<file path="config.mk">
export PLATFORM = sky130hd
export DESIGN_NAME = ofdm_demod_param
export DESIGN_NICKNAME = d
export VERILOG_FILES = /design/src/rtl/ofdm_demod_param.sv
export SDC_FILE = /design/constraint.sdc
export NUM_CORES = 1
export LEC_CHECK = 0
export BUFFER_PORTS_ARGS = -buffer_cell sky130_fd_sc_hd__buf_2
export CAP_MARGIN = 10
export CORE_UTILIZATION = 35
export DETAILED_ROUTE_END_ITERATION = 10
export HOLD_SLACK_MARGIN = 0.02
export PLACE_DENSITY = 0.65
export SLEW_MARGIN = 20
export SYNTH_ARGS = -nofsm -noshare
export SYNTH_HDL_FRONTEND = slang
export SYNTH_SLANG_ARGS = --single-unit
</file>
<file path="constraint.sdc">
create_clock -name clk -period 4.55 [get_ports clk]
set_input_delay 0.455 -clock clk [delete_from_list [all_inputs] [get_ports clk]]
set_output_delay 0.455 -clock clk [all_outputs]
set_load 0.01 [all_outputs]
</file>
<file path="src/rtl/ofdm_demod_param.sv">
// ofdm_demod_param: reads one OFDM symbol's FFT bins from BSRAM, re-references
// each data bin against the latest pilot and slices BPSK/QPSK bits into res.
// Build option: define OFDM_DEMOD_QPSK_EN to honour the qpsk input and build
// the imaginary path; otherwise only BPSK is built and res upper half is 0.
module ofdm_demod_param #(
  parameter int          ADDR_W        = 11,
  parameter int          BIN_FIRST     = 20,
  parameter int          BIN_LAST      = 120,
  parameter int          PILOT_SPACING = 33,
  parameter logic [15:0] PILOT_AMP     = 16'h4000,
  parameter logic [7:0]  SYNC_BYTE     = 8'h55,
  parameter int          RD_LAT        = 2,
  localparam int         NB            = BIN_LAST - BIN_FIRST + 1,
  localparam int         N_PIL         = (NB >= 2) ? 2 + (NB - 2) / PILOT_SPACING : 1,
  localparam int         N_DATA        = NB - N_PIL
) (
  input  logic                  clk,
  input  logic                  rst,
  input  logic                  start,
  input  logic                  qpsk,
  output logic                  busy,
  output logic                  finish,
  output logic                  success,
  output logic [7:0]            nbits,
  output logic [2*N_DATA-1:0]   res,
  input  logic [31:0]           dout,
  output logic                  ce,
  output logic                  oce,
  output logic [ADDR_W-1:0]     ad
);

`ifdef OFDM_DEMOD_QPSK_EN
  localparam int RES_W = 2 * N_DATA;
`else
  localparam int RES_W = N_DATA;
`endif
  localparam int RIW    = $clog2(RES_W);
  localparam int STAGES = RD_LAT - 1;
  localparam int SPW    = $clog2(PILOT_SPACING + 1);

  typedef enum logic [1:0] {IDLE, ISSUE, DRAIN, DONE} state_t;

  state_t              state_q, state_d;
  logic                first_q;
  logic [SPW-1:0]      sp_cnt;
  logic [STAGES:0]     vld_pipe, pil_pipe, last_pipe;
  logic [STAGES+1:0]   vld_sh, pil_sh, last_sh;
  logic [15:0]         pref_re;
  logic [RIW-1:0]      j_q;
  logic [RES_W-1:0]    res_q;
  logic                success_q;
  logic                accept, issue, issue_pil, issue_last, cons, cons_last;
  logic [15:0]         d_re, diff_re;
  logic                b_re, sync_ok;
  logic [7:0]          top_byte;

  assign accept     = (state_q == IDLE) && start;
  assign issue      = (state_q == ISSUE);
  assign issue_pil  = first_q || (sp_cnt == '0);
  assign issue_last = (ad == ADDR_W'(BIN_LAST));
  assign cons       = vld_pipe[STAGES];
  assign cons_last  = cons && last_pipe[STAGES];

  assign d_re    = dout[31:16];
  assign diff_re = d_re - pref_re;
  assign b_re    = ~diff_re[15];

`ifdef OFDM_DEMOD_QPSK_EN
  logic        q_mode;
  logic [15:0] pref_im, d_im, diff_im;
  logic        b_im;
  assign d_im     = dout[15:0];
  assign diff_im  = d_im - pref_im;
  assign b_im     = ~diff_im[15];
  assign top_byte = q_mode ? res_q[2*N_DATA-1 -: 8] : res_q[N_DATA-1 -: 8];
  assign res      = res_q;
`else
  logic unused_in;
  assign unused_in = ^{qpsk, dout[15:0]};
  assign top_byte  = res_q[N_DATA-1 -: 8];
  assign res       = {{N_DATA{1'b0}}, res_q};
`endif

  assign sync_ok = (res_q[7:0] == SYNC_BYTE) && (top_byte == SYNC_BYTE);

  // Status outputs decode directly from state; success shows the live check in DONE.
  assign busy    = (state_q == ISSUE) || (state_q == DRAIN);
  assign ce      = busy;
  assign oce     = busy;
  assign finish  = (state_q == DONE);
  assign success = finish ? sync_ok : success_q;

  // State register.
  always_ff @(posedge clk or posedge rst) begin
    if (rst) state_q <= IDLE;
    else     state_q <= state_d;
  end

  // Next-state: issue all bins, wait for the last read to return, pulse done.
  always_comb begin
    state_d = state_q;
    case (state_q)
      IDLE:    if (start) state_d = ISSUE;
      ISSUE:   if (issue_last) state_d = DRAIN;
      DRAIN:   if (cons_last) state_d = DONE;
      DONE:    state_d = IDLE;
      default: state_d = IDLE;
    endcase
  end

  // Address generator; sp_cnt counts down to the next pilot bin (BIN_FIRST+1 is one too).
  always_ff @(posedge clk or posedge rst) begin
    if (rst) begin
      ad      <= '0;
      first_q <= 1'b0;
      sp_cnt  <= '0;
    end else if (accept) begin
      ad      <= ADDR_W'(BIN_FIRST);
      first_q <= 1'b1;
      sp_cnt  <= '0;
    end else if (issue && !issue_last) begin
      ad      <= ad + 1'b1;
      first_q <= 1'b0;
      if (!first_q)
        sp_cnt <= (sp_cnt == '0) ? SPW'(PILOT_SPACING - 1) : sp_cnt - 1'b1;
    end
  end

  assign vld_sh  = {vld_pipe,  issue};
  assign pil_sh  = {pil_pipe,  issue_pil};
  assign last_sh = {last_pipe, issue && issue_last};

  // Tag pipeline matching BSRAM read latency: marks valid, pilot and last words.
  always_ff @(posedge clk or posedge rst) begin
    if (rst) begin
      vld_pipe  <= '0;
      pil_pipe  <= '0;
      last_pipe <= '0;
    end else begin
      vld_pipe  <= vld_sh[STAGES:0];
      pil_pipe  <= pil_sh[STAGES:0];
      last_pipe <= last_sh[STAGES:0];
    end
  end

  // Datapath: pilots update the reference, data words slice into res MSB-first per byte.
  always_ff @(posedge clk or posedge rst) begin
    if (rst) begin
      pref_re   <= '0;
      j_q       <= '0;
      res_q     <= '0;
      success_q <= 1'b0;
      nbits     <= '0;
`ifdef OFDM_DEMOD_QPSK_EN
      pref_im   <= '0;
      q_mode    <= 1'b0;
`endif
    end else if (accept) begin
      pref_re   <= '0;
      j_q       <= '0;
      res_q     <= '0;
      success_q <= 1'b0;
      nbits     <= '0;
`ifdef OFDM_DEMOD_QPSK_EN
      pref_im   <= '0;
      q_mode    <= qpsk;
`endif
    end else begin
      if (cons) begin
        if (pil_pipe[STAGES]) begin
          pref_re <= d_re - PILOT_AMP;
`ifdef OFDM_DEMOD_QPSK_EN
          pref_im <= d_im;
`endif
        end else begin
          res_q[j_q ^ RIW'(7)] <= b_re;
`ifdef OFDM_DEMOD_QPSK_EN
          if (q_mode) begin
            res_q[(j_q + RIW'(1)) ^ RIW'(7)] <= b_im;
            j_q <= j_q + RIW'(2);
          end else begin
            j_q <= j_q + RIW'(1);
          end
`else
          j_q <= j_q + RIW'(1);
`endif
        end
      end
      if (cons_last) begin
`ifdef OFDM_DEMOD_QPSK_EN
        nbits <= q_mode ? 8'(2 * N_DATA) : 8'(N_DATA);
`else
        nbits <= 8'(N_DATA);
`endif
      end
      if (state_q == DONE) success_q <= sync_ok;
    end
  end

endmodule

</file>
==> metrics.md <==
| Metric | Value |
|---|---|
| HPWL after DPL | `approximately 12000 microns` |
| Vias per inst | `around 5` |
| Ranking of synthesized cells by area | `dfrtp_1 (48%), a311oi_1 (11%), buf_4 (10%)` |
| I/O Buffers | `132` |
| Sequential group share of total power | `0.461` |
| Placed insts | `~1100` |
| Yosys warns | `0` |
| Root Driver | `clkbuf_16` |
| GRT Util Overall | `0.1689` |
| Syn Area/Cell | `9.791 sq um` |
| CTS Sinks | `147` |
| Post-synth EDFFs | `0` |
| Setup WS pre-CTS | `between 1500 and 2000 ps` |
| Die Y | `between 100 and 150 microns` |
| Yosys top cell area share | `0.4817` |
| N_diodes | `0` |
| Worst-Skew Late Latency | `420 ps` |
| # fillers | `2095` |
| Register area share after synthesis | `0.4817` |
| CP Max Fanout | `28` |
| Max VDD drop | `about 0.18 mV` |
| Post-synthesis register bit count | `approximately 150` |
| Worst r2r src | `state_q[0]` |
| Htree depth | `4` |
| Area of the mapped netlist | `about 7600 sq um` |
| Ys flop type | `dfrtp_1` |
| RR Endpoint | `res_q[80]` |
| Design Area, Final | `between 8000 and 9000 sq um` |
| Postcts setup bufs | `0` |
| Ys async rst share | `1.000` |
| Total CTS buffers | `17` |
| Share of cells above drive strength 1 | `0.2211` |
| DRC Markers | `0` |
| Status | `finished, final reports clean` |
| Routed wire length per instance | `between 15 and 20 microns` |
| Max Clk Rate | `between 300 and 400 MHz` |
| Core box area | `between 20000 and 25000 sq um` |
| Cell Rows | `53` |
| Top-count cell post-synth | `dfrtp_1` |
| Clk slew on worst S/H paths | `70 ps` |
| Synthesis-to-finish area growth | `14.68%` |
| WP data required | `just under 5000 ps` |
| Period utilization | `0.6353` |
| Comb pwr share | `0.036` |
| IO Pins | `252` |
| Worst R2R Path Depth | `7` |
| Vias in the first global route | `5236` |
| Hold Slack | `117.7 ps` |
| Crit path to | `res_q[80]` |
| Skew final | `9.516 ps` |
| Synth unique cells | `40` |
| Fin. max-slew vios | `0` |
| Chip Width | `approximately 150 microns` |
| Final Setup Violations | `0` |
| Data arrival time of the worst path | `roughly 3200 ps` |
| Gpl congestion | `0.7543` |
| Routed vias | `between 5000 and 6000` |
| CTS resizes | `0` |
| First-pass GRT wire length | `~29000 microns` |
| Gate Count Post-Synth | `780` |
| Maximum clock insertion buffer count | `2` |
| Worst-margin pin slew | `1082 ps` |
| Crit path kind | `reg2reg` |
| Synth top cells by count | `dfrtp_1 (147), a21oi_1 (128), buf_4 (106)` |
| Type of the worst min-delay path | `in2async` |
| Pint | `between 2 and 2.5 mW` |
| Die area | `~22000 sq um` |
| Worst setup path start | `state_q[0]` |
| Final setup TNS | `0 ps` |
| Finished Core Util | `0.4127` |
| Initial DRT Pass Iterations | `7` |
| Pwr/cell area | `about 320 nW/um^2` |
| Largest net degree at the start of global routing | `97` |
| Leading area contributor after synthesis | `dfrtp_1` |
| Cts hold-fix bufs | `0` |
| DP Area | `roughly 8200 sq um` |
| CP Launch Type | `flip-flop` |
| CTS tree | `yes` |
| Post-route minimum period | `roughly 2900 ps` |
| Setup crit end kind | `flip-flop` |
| Total Power | `between 2 and 3 mW` |
| Layout Nets | `approximately 940` |
| R2r setup slk | `1660 ps` |
| Maxcap violations | `0` |
| Final Hold Viols | `0` |
| DRT Wirelength | `18640 microns` |
| Initial antenna violation count | `0` |
| Relative max-transition margin | `0.2776` |
| Worst setup margin | `1659 ps` |
| Storage cell area | `roughly 3700 sq um` |
| Switching Share | `0.2426` |
| Multi-input gate area | `about 3300 sq um` |
| Initial Util | `0.3599` |
| RSZ-0062 raised after global routing | `no` |
| NetSw | `between 600 and 700 uW` |
| Antenna Nets Post-Route | `0` |
| Clock power frac | `0.503` |
| Fin cells | `1166` |
| Drt first-iter violations | `between 300 and 400` |
| Leakage power total | `4.134 nW` |
| Total grt overflow | `0` |
==> critical path, stage by stage, from the launching register on <==
cell and delay, ps:
dfrtp_1 410, inv_1 120, ha_1 200, and2_4 350
o21ai_0 330, nor2_2 920, a21oi_1 160, a311oi_1 290
==> logic make-up (layout without fill, tap and decap cells) <==
logic type	Yosys count	count (layout)	synth area share
fa+ha+maj	24	24	0.03932
compound gates	241	241	0.2105
mux	2	2	0.002621
xor+xnor	19	19	0.02179
buf+inv	195	205	0.1486
flops	147	147	0.4817
other cells	1	102	0.0004910
simple gates	151	151	0.09502
==> power groups by stage <==
| stage | clock network (mW) | registers, mW | logic [mW] |
|---|---|---|---|
| floorplan | 0 | 1.33 | 0.139 |
| global placement | 0 | 1.33 | 0.102 |
| detailed placement | 0 | 1.33 | 0.102 |
| CTS | 1.46 | 1.31 | 0.103 |
| global route | 1.50 | 1.31 | 0.120 |
| finish | 1.42 | 1.31 | 0.101 |
==> placed cells by master (no fill, tap or decap), types with 3 or more instances in the layout <==
| master | n |
|---|---|
| dfrtp_1 | 147 |
| buf_2 | 132 |
| a21oi_1 | 128 |
| conb_1 | 102 |
| a311oi_1 | 95 |
| nand2_1 | 53 |
| nor2_1 | 36 |
| inv_1 | 25 |
| ha_1 | 24 |
| clkbuf_16 | 17 |
| buf_4 | 14 |
| o21ai_0 | 10 |
| xnor2_1 | 9 |
| xor2_1 | 9 |
| nor3_1 | 8 |
| nand2b_1 | 7 |
| inv_6 | 7 |
| nor2b_1 | 5 |
| nor2_2 | 5 |
| and2_1 | 4 |
| nand4_1 | 4 |
| nor3_2 | 4 |
| nand3_1 | 3 |
| or4_1 | 3 |
| and3_1 | 3 |
| nor4bb_1 | 3 |
==> layer usage <==
metal | share of wire | routed length (microns) | vias to the layer above | global-route usage
met5 | 0 | 0 | - | 0
met4 | 0.014 | 266 | 0 | 0.05404
met3 | 0.045 | 839 | 17 | 0.03811
met2 | 0.48 | 8924 | 195 | 0.2618
met1 | 0.46 | 8606 | 2856 | 0.2330
li1 | - | - | 2812 | -
==> registers in the layout, summed over array words and instances, names as in the netlist <==
signal	cells
j_q	7
nbits	1
success_q	1
last_pipe	2
sp_cnt	6
first_q	1
state_q	2
pil_pipe	2
pref_re	16
res_q	96
vld_pipe	2
ad	11
==> worst min path at each step <==
stage,start,end,slack (ps),cells past startpoint
final,rst,res_q[15],120,2
after global routing,rst,res_q[7],170,2
after CTS,rst,res_q[7],140,2
after detailed placement,last_pipe[0],last_pipe[1],340,0
after global placement,last_pipe[0],last_pipe[1],330,0
after floorplan,last_pipe[0],last_pipe[1],330,0
==> layout make-up <==
| class | instances | share of cell area |
|---|---|---|
| clock inverters | 15 | 0.01943 |
| multi-input cells | 539 | 0.3713 |
| repair buffers | 147 | 0.08971 |
| well taps | 275 | 0.03929 |
| inverters | 26 | 0.01171 |
| flip-flops and latches | 147 | 0.4200 |
| clock buffers | 17 | 0.04857 |
(Power assumes the default switching activity.)
